==> config.mk <==
export PLATFORM = sky130hd
export DESIGN_NAME = sram_arbiter_flat
export DESIGN_NICKNAME = d
export VERILOG_FILES = /design/src/rtl/sram_arbiter_if.sv /design/src/rtl/sram_arbiter.sv /design/src/flat_wrapper.sv
export SDC_FILE = /design/constraint.sdc
export NUM_CORES = 1
export LEC_CHECK = 0
export BUFFER_PORTS_ARGS = -buffer_cell sky130_fd_sc_hd__buf_4
export CORE_ASPECT_RATIO = 1.1
export CORE_MARGIN = 1.5
export CORE_UTILIZATION = 50
export DETAILED_ROUTE_END_ITERATION = 16
export PLACE_DENSITY = 0.9
export SYNTH_ARGS = -nofsm -noshare
export SYNTH_HDL_FRONTEND = slang
export SYNTH_SLANG_ARGS = --single-unit
==> constraint.sdc <==
create_clock -name sysclk -period 4.8 [get_ports sysclk]
set_input_delay 0.96 -clock sysclk [delete_from_list [all_inputs] [get_ports sysclk]]
set_output_delay 0.96 -clock sysclk [all_outputs]
set_load 0.005 [all_outputs]
==> src/rtl/sram_arbiter_if.sv <==
// Requester-side bundle of sram_arbiter: video read port, CPU and DMA read/write ports, shared rdata.
// Requests are levels held until the matching one-cycle ack; no other backpressure exists.
interface sram_arbiter_if;
  logic        vid_req;
  logic [20:0] vid_addr;
  logic        vid_ack;
  logic        cpu_req;
  logic        cpu_we;
  logic [20:0] cpu_addr;
  logic [7:0]  cpu_wdata;
  logic        cpu_ack;
  logic        dma_req;
  logic        dma_we;
  logic [20:0] dma_addr;
  logic [7:0]  dma_wdata;
  logic        dma_ack;
  logic [7:0]  rdata;

  modport master (
    output vid_req, vid_addr,
    output cpu_req, cpu_we, cpu_addr, cpu_wdata,
    output dma_req, dma_we, dma_addr, dma_wdata,
    input  vid_ack, cpu_ack, dma_ack, rdata
  );

  modport slave (
    input  vid_req, vid_addr,
    input  cpu_req, cpu_we, cpu_addr, cpu_wdata,
    input  dma_req, dma_we, dma_addr, dma_wdata,
    output vid_ack, cpu_ack, dma_ack, rdata
  );
endinterface

==> src/rtl/sram_arbiter.sv <==
// Shares an 8-bit async SRAM between video, CPU and DMA; access = ADDR + STROBE_CYCLES + DONE, ack in DONE.
// Requesters wait (req held) until acked; video > CPU > DMA, with DMA promoted over CPU once starved.
module sram_arbiter #(
  parameter int STROBE_CYCLES = 2,
  parameter int DMA_STARVE    = 4
) (
  input  logic          sysclk,
  input  logic          rst,
  sram_arbiter_if.slave bus,
  output logic [20:0]   sram_addr,
  output logic [7:0]    sram_data_out,
  output logic          sram_data_oe,
  input  logic [7:0]    sram_data_in,
  output logic          sram_we_n
);
  typedef enum logic [1:0] {IDLE, ADDR, STROBE, DONE} state_t;
  typedef enum logic [1:0] {OWN_NONE, OWN_VID, OWN_CPU, OWN_DMA} owner_t;

  localparam logic [3:0] STARVE_MAX = 4'(DMA_STARVE);

  state_t      state, state_nxt;
  owner_t      owner, owner_nxt, grant;
  logic [2:0]  cnt, cnt_nxt;
  logic [3:0]  starve, starve_nxt;
  logic        lat_we, lat_we_nxt;
  logic [20:0] addr_nxt;
  logic [7:0]  wdata_nxt, rdata_nxt;
  logic        oe_nxt, we_n_nxt;
  logic        vid_vld, cpu_vld, dma_vld;

  always_ff @(posedge sysclk or posedge rst) begin
    if (rst) begin
      state         <= IDLE;
      owner         <= OWN_NONE;
      cnt           <= '0;
      starve        <= '0;
      lat_we        <= 1'b0;
      sram_addr     <= '0;
      sram_data_out <= '0;
      sram_data_oe  <= 1'b0;
      sram_we_n     <= 1'b1;
      bus.rdata     <= '0;
      bus.vid_ack   <= 1'b0;
      bus.cpu_ack   <= 1'b0;
      bus.dma_ack   <= 1'b0;
    end else begin
      state         <= state_nxt;
      owner         <= owner_nxt;
      cnt           <= cnt_nxt;
      starve        <= starve_nxt;
      lat_we        <= lat_we_nxt;
      sram_addr     <= addr_nxt;
      sram_data_out <= wdata_nxt;
      sram_data_oe  <= oe_nxt;
      sram_we_n     <= we_n_nxt;
      bus.rdata     <= rdata_nxt;
      bus.vid_ack   <= (state_nxt == DONE) && (owner_nxt == OWN_VID);
      bus.cpu_ack   <= (state_nxt == DONE) && (owner_nxt == OWN_CPU);
      bus.dma_ack   <= (state_nxt == DONE) && (owner_nxt == OWN_DMA);
    end
  end

  always_comb begin
    state_nxt  = state;
    owner_nxt  = owner;
    cnt_nxt    = cnt;
    starve_nxt = starve;
    lat_we_nxt = lat_we;
    addr_nxt   = sram_addr;
    wdata_nxt  = sram_data_out;
    rdata_nxt  = bus.rdata;
    grant      = OWN_NONE;

    // The finishing owner's level req is not yet a new request in its own DONE cycle.
    vid_vld = bus.vid_req && !(state == DONE && owner == OWN_VID);
    cpu_vld = bus.cpu_req && !(state == DONE && owner == OWN_CPU);
    dma_vld = bus.dma_req && !(state == DONE && owner == OWN_DMA);

    if (state == IDLE || state == DONE) begin
      if (vid_vld)                             grant = OWN_VID;
      else if (dma_vld && starve == STARVE_MAX) grant = OWN_DMA;
      else if (cpu_vld)                        grant = OWN_CPU;
      else if (dma_vld)                        grant = OWN_DMA;

      if (grant == OWN_CPU && dma_vld)
        starve_nxt = (starve == STARVE_MAX) ? starve : starve + 4'd1;
      else if (grant != OWN_VID)
        starve_nxt = '0;
    end

    case (state)
      IDLE, DONE: begin
        owner_nxt = grant;
        case (grant)
          OWN_VID: begin
            state_nxt  = ADDR;
            addr_nxt   = bus.vid_addr;
            lat_we_nxt = 1'b0;
          end
          OWN_CPU: begin
            state_nxt  = ADDR;
            addr_nxt   = bus.cpu_addr;
            wdata_nxt  = bus.cpu_wdata;
            lat_we_nxt = bus.cpu_we;
          end
          OWN_DMA: begin
            state_nxt  = ADDR;
            addr_nxt   = bus.dma_addr;
            wdata_nxt  = bus.dma_wdata;
            lat_we_nxt = bus.dma_we;
          end
          default: begin
            state_nxt  = IDLE;
            lat_we_nxt = 1'b0;
          end
        endcase
      end
      ADDR: begin
        state_nxt = STROBE;
        cnt_nxt   = 3'(STROBE_CYCLES);
      end
      STROBE: begin
        if (cnt == 3'd1) begin
          state_nxt = DONE;
          if (!lat_we) rdata_nxt = sram_data_in;
        end else begin
          cnt_nxt = cnt - 3'd1;
        end
      end
      default: ;
    endcase

    // Driving data from ADDR through DONE gives write setup and hold around the we_n pulse.
    oe_nxt   = (state_nxt != IDLE) && lat_we_nxt;
    we_n_nxt = !((state_nxt == STROBE) && lat_we_nxt);
  end
endmodule
==> src/flat_wrapper.sv <==
// flat-port wrapper written by rule: the top's interface ports become plain ports
module sram_arbiter_flat 
#(
  parameter int STROBE_CYCLES = 2,
  parameter int DMA_STARVE    = 4
)
  (sysclk, rst, sram_addr, sram_data_out, sram_data_oe, sram_data_in, sram_we_n, bus_vid_req, bus_vid_addr, bus_cpu_req, bus_cpu_we, bus_cpu_addr, bus_cpu_wdata, bus_dma_req, bus_dma_we, bus_dma_addr, bus_dma_wdata, bus_vid_ack, bus_cpu_ack, bus_dma_ack, bus_rdata);
  sram_arbiter_if bus_i ();
  input  logic sysclk;
  input  logic rst;
  output logic [20:0] sram_addr;
  output logic [7:0] sram_data_out;
  output logic sram_data_oe;
  input  logic [7:0] sram_data_in;
  output logic sram_we_n;
  input wire logic [$bits(bus_i.vid_req)-1:0] bus_vid_req;
  input wire logic [$bits(bus_i.vid_addr)-1:0] bus_vid_addr;
  input wire logic [$bits(bus_i.cpu_req)-1:0] bus_cpu_req;
  input wire logic [$bits(bus_i.cpu_we)-1:0] bus_cpu_we;
  input wire logic [$bits(bus_i.cpu_addr)-1:0] bus_cpu_addr;
  input wire logic [$bits(bus_i.cpu_wdata)-1:0] bus_cpu_wdata;
  input wire logic [$bits(bus_i.dma_req)-1:0] bus_dma_req;
  input wire logic [$bits(bus_i.dma_we)-1:0] bus_dma_we;
  input wire logic [$bits(bus_i.dma_addr)-1:0] bus_dma_addr;
  input wire logic [$bits(bus_i.dma_wdata)-1:0] bus_dma_wdata;
  output wire logic [$bits(bus_i.vid_ack)-1:0] bus_vid_ack;
  output wire logic [$bits(bus_i.cpu_ack)-1:0] bus_cpu_ack;
  output wire logic [$bits(bus_i.dma_ack)-1:0] bus_dma_ack;
  output wire logic [$bits(bus_i.rdata)-1:0] bus_rdata;
  assign bus_i.vid_req = bus_vid_req;
  assign bus_i.vid_addr = bus_vid_addr;
  assign bus_i.cpu_req = bus_cpu_req;
  assign bus_i.cpu_we = bus_cpu_we;
  assign bus_i.cpu_addr = bus_cpu_addr;
  assign bus_i.cpu_wdata = bus_cpu_wdata;
  assign bus_i.dma_req = bus_dma_req;
  assign bus_i.dma_we = bus_dma_we;
  assign bus_i.dma_addr = bus_dma_addr;
  assign bus_i.dma_wdata = bus_dma_wdata;
  assign bus_vid_ack = bus_i.vid_ack;
  assign bus_cpu_ack = bus_i.cpu_ack;
  assign bus_dma_ack = bus_i.dma_ack;
  assign bus_rdata = bus_i.rdata;
  sram_arbiter #(.STROBE_CYCLES(STROBE_CYCLES), .DMA_STARVE(DMA_STARVE)) u_core (.sysclk(sysclk), .rst(rst), .bus(bus_i), .sram_addr(sram_addr), .sram_data_out(sram_data_out), .sram_data_oe(sram_data_oe), .sram_data_in(sram_data_in), .sram_we_n(sram_we_n));
endmodule
==> summary.md <==
| Metric | Value |
|---|---|
| Result of the run | finished, final reports clean |
| Crit Path Class | reg2reg |
| Hold_buf cts | 0 |
| Post-DR vias/cell | 6.236 |
| Number of nets at the end of the flow | 538 |
| Compound-gate portion of the synthesized area | around 29% |
| Crit path capture type | flip-flop |
| Latest clock arrival within the worst-skew pair | 0.32 ns |
| Setup repair after global routing missed its margin | no |
| Number of sinks handled by clock tree synthesis | between 50 and 60 |
| TritonCTS clock tree | done |
| Setup TNS Final | 0 ns |
| Post-layout minimum cycle time | about 3.1 ns |
| Cells traversed along the worst timing path | inv_1 > ha_1 > o31a_1 > o21a_1 > and2_1 > a41oi_2 |
| Number of enable-type register cells in the synthesized netlist | 0 |
| Die ar. | between 6000 and 7000 um^2 |
| Critical Path Source Type | flip-flop |
| Layout Skew | 0.01255 ns |
| Maximum frequency from static timing analysis | 320.7 MHz |
| Count of buffers added by post-CTS timing repair for setup | 0 |
| Die X | 79.84 um |
| Synth Register Bits | 54 |
| Cell taking the most area after synthesis | sky130_fd_sc_hd__dfrtp_1 |
| Cell with the most instances after synthesis | sky130_fd_sc_hd__dfrtp_1 |
| Dominant synthesized flop cell | sky130_fd_sc_hd__dfrtp_1 |
| Post-synthesis adder-cell area fraction | 2.697% |
| Post-synthesis instance area | 3247 um^2 |
| Overall die height | a little under 90 um |
| Cell at the slowest stage of the critical path | sky130_fd_sc_hd__and2_1 |
| Maximum cell stage delay along the critical path | 1.03 ns |
| Number of vias in the routed layout | 3230 |
| Crit-path leading delay family | compound AO/OA/AOI/OAI gates |
| Net count of the mapped netlist | 416 |
| DRC errors left | 0 |
| Maximum vdd ir drop | 0.0002436 V |
| Remaining Overflow, GRT | 0 |
| Fillers | 504 |
| CTS Buf Count | 5 |
| Most area-consuming cells after synthesis | sky130_fd_sc_hd__dfrtp_1, sky130_fd_sc_hd__a41oi_2, sky130_fd_sc_hd__nand3_1, sky130_fd_sc_hd__o21ai_0, sky130_fd_sc_hd__a21oi_1 |
| Internal reg-to-reg setup slack | 1.68 ns |
| Most instantiated cells after synthesis | sky130_fd_sc_hd__dfrtp_1, sky130_fd_sc_hd__nand3_1, sky130_fd_sc_hd__o21ai_0 |
| Dominant combinational cell family by area after synthesis | compound AO/OA/AOI/OAI gates |
| Maximum fanout encountered on the critical timing path | 22 |
| Global placer's final weighted congestion | 0.8131 |
| Leakage | 1.847 nW |
| Number of standard-cell rows in the floorplan | 30 |
| Kind of path behind the tightest hold check | reg2reg |
| PostCTS Resize Cnt | 0 |
| Total of endpoints with negative setup slack in the final report | 0 |
| Hold violation total from the final report | 0 |
| Actual slew at the worst max-slew pin | 1.185 ns |
| Xor/xnor cell area share of the yosys netlist | 0% |
| IO buf count | 135 |
| Simple logic cell fraction of the synthesized area | 17.80% |
| Largest net degree at the start of global routing | 55 |
| Number of buffers and inverters on the critical path | 1 |
| Number of antenna violations at the first check in global routing | 0 |
| Final max-slew violation count | 0 |
| Endpoint arrival time on the critical path | 3.26 ns |
| Worst-path clk slew | 0.11 ns |
| Share of flip-flops with an asynchronous set or reset | 100.0% |
| Final Cycle Share | 64.95% |
| Multiplexer area fraction after synthesis | 3.892% |
| YS warnings | 0 |
| Number of max-cap violations | 0 |
| Number of diodes | 0 |
| Layout area overhead | 34.26% |
| Power Density | 578.5 nW/um^2 |
| Mapped Avg Cell Area | 10.31 um^2 |
| Area of all placed cells without fillers | ~4400 um^2 |
| Core Area | 6231 um^2 |
| Yosys cell types | 49 |
| H-tree Lvls | 2 |
| Worst path required time | 4.94 ns |
| Remaining max-slew budget at the tightest pin | 20.98% |
| First-pass iteration count of the detailed router | 5 |
| Fraction of post-synthesis cell area in the top cell type by area | 40.85% |
| Effective utilization at floorplan | between 50% and 60% |
| Via count of the first global-routing pass | approximately 3100 |
| Average wire per cell in the routed design | 18.54 um |
| Number of antenna-violating nets in the routed design | 0 |
| Number of design-rule violations left by the first detailed-router iteration | 252 |
| Cells after synthesis | between 300 and 400 |
| Layout cell share with drive strength beyond 1 | 46.35% |
| Post-Route WL | 9605 um |
| Overall global routing resource usage | a little over a quarter |
| First-pass GRT wire length | 14950 um |
| HPWL reported at the end of detailed placement | 6731 um |
| CTS Buffer Depth | 2 |
| Number of top-level design ports | 136 |
| Root Driver | sky130_fd_sc_hd__clkbuf_8 |
| Proportion of synthesized chip area in sequential cells | 41.66% |
| DP Area | ~4300 um^2 |
state kept, by name, summed over array words and instances, names as in the netlist, 2 cells and up:
| signal | cells |
|---|---|
| u_core.bus.rdata | 8 |
| u_core.cnt | 3 |
| u_core.starve | 4 |
| u_core.owner | 2 |
| u_core.state | 2 |
| u_core.sram_addr | 21 |
| u_core.sram_data_out | 8 |
stage by stage:
| step | power, mW | setup slack, ns | util [%] | hold WS (ns) | instances |
|---|---|---|---|---|---|
| floorplan | 1.715 | 2.527 | - | 0.4636 | 315 |
| global placement | 2.158 | 1.538 | 68.43 | 0.4910 | 510 |
| detailed placement | 2.235 | 1.400 | 68.43 | 0.4998 | 510 |
| CTS | 2.504 | 1.720 | 69.96 | 0.5217 | 518 |
| global route | 2.661 | 1.541 | 69.96 | 0.5432 | 518 |
| finish | 2.522 | 1.682 | 69.96 | 0.5182 | 518 |
per-layer routing:
| layer | track usage, % | vias to the layer above | part of all wire, % |
|---|---|---|---|
| met4 | 13.01 | 0 | 2.8 |
| met3 | 3.560 | 32 | 6.7 |
| met1 | 33.33 | 1584 | 38 |
| met2 | 47.30 | 181 | 52 |
| li1 | - | 1433 | - |
| met5 | 0 | - | 0 |
cell usage in the layout, fill, tap and decap left out, types with 3 or more instances in the layout:
cell                       netlist  final
sky130_fd_sc_hd__a21oi_1        33     33
sky130_fd_sc_hd__a31oi_1         9      9
sky130_fd_sc_hd__a41oi_2        20     20
sky130_fd_sc_hd__and2_1          3      3
sky130_fd_sc_hd__and3_1          3      3
sky130_fd_sc_hd__buf_4           2    138
sky130_fd_sc_hd__clkbuf_8        0      6
sky130_fd_sc_hd__dfrtp_1        53     53
sky130_fd_sc_hd__ha_1            7      7
sky130_fd_sc_hd__inv_1          12     11
sky130_fd_sc_hd__mux2_2          9      9
sky130_fd_sc_hd__nand2_1         8      8
sky130_fd_sc_hd__nand2b_1        4      4
sky130_fd_sc_hd__nand3_1        40     40
sky130_fd_sc_hd__nand3_2        14     14
sky130_fd_sc_hd__nor2_1          6      6
sky130_fd_sc_hd__o21ai_0        35     35
cell type report:
cell class              count  area, um^2  share of cell area, %
multi-input cells         225        1727                  39.61
clock buffers               6       82.58                  1.894
well taps                  80       100.1                  2.296
clock inverters             2       12.51                 0.2870
inverters                  13       48.80                  1.119
flip-flops and latches     54        1353                  31.03
repair buffers            138        1036                  23.77
where the power goes:
| group | switching [mW] | total [mW] | internal, mW |
|---|---|---|---|
| Combinational | 0.771 | 1.42 | 0.649 |
| Sequential | 0.157 | 0.826 | 0.669 |
| Clock | 0.159 | 0.276 | 0.116 |
worst register-to-register path: stages (launching register included):
cell	delay [ns]
sky130_fd_sc_hd__dfrtp_1	0.41
sky130_fd_sc_hd__inv_1	0.06
sky130_fd_sc_hd__ha_1	0.36
sky130_fd_sc_hd__o31a_1	0.17
sky130_fd_sc_hd__o21a_1	0.65
sky130_fd_sc_hd__and2_1	1.03
sky130_fd_sc_hd__a41oi_2	0.25
kinds of logic (layout without fill, tap and decap cells):
| logic type | count (synthesis) | in the layout |
|---|---|---|
| AO/OA/AOI/OAI | 115 | 115 |
| AND/OR/NAND/NOR | 92 | 92 |
| flip-flops | 54 | 54 |
| buffers and inverters | 36 | 159 |
| multiplexers | 11 | 11 |
| adder cells (fa/ha/maj) | 7 | 7 |
worst paths after layout:
path / startpoint / to / cells after the start
hold / removal: u_core.bus.rdata[0] / u_core.bus.rdata[0] / 1
min in group asynchronous: rst / u_core.sram_data_out[4] / 2
max in group asynchronous: rst / u_core.cnt[2] / 2
setup reg to reg: u_core.state[0] / u_core.sram_addr[5] / 6
setup / recovery: u_core.state[0] / u_core.sram_addr[5] / 6
hold reg to reg: u_core.bus.rdata[0] / u_core.bus.rdata[0] / 1
(Power assumes the default switching activity.)
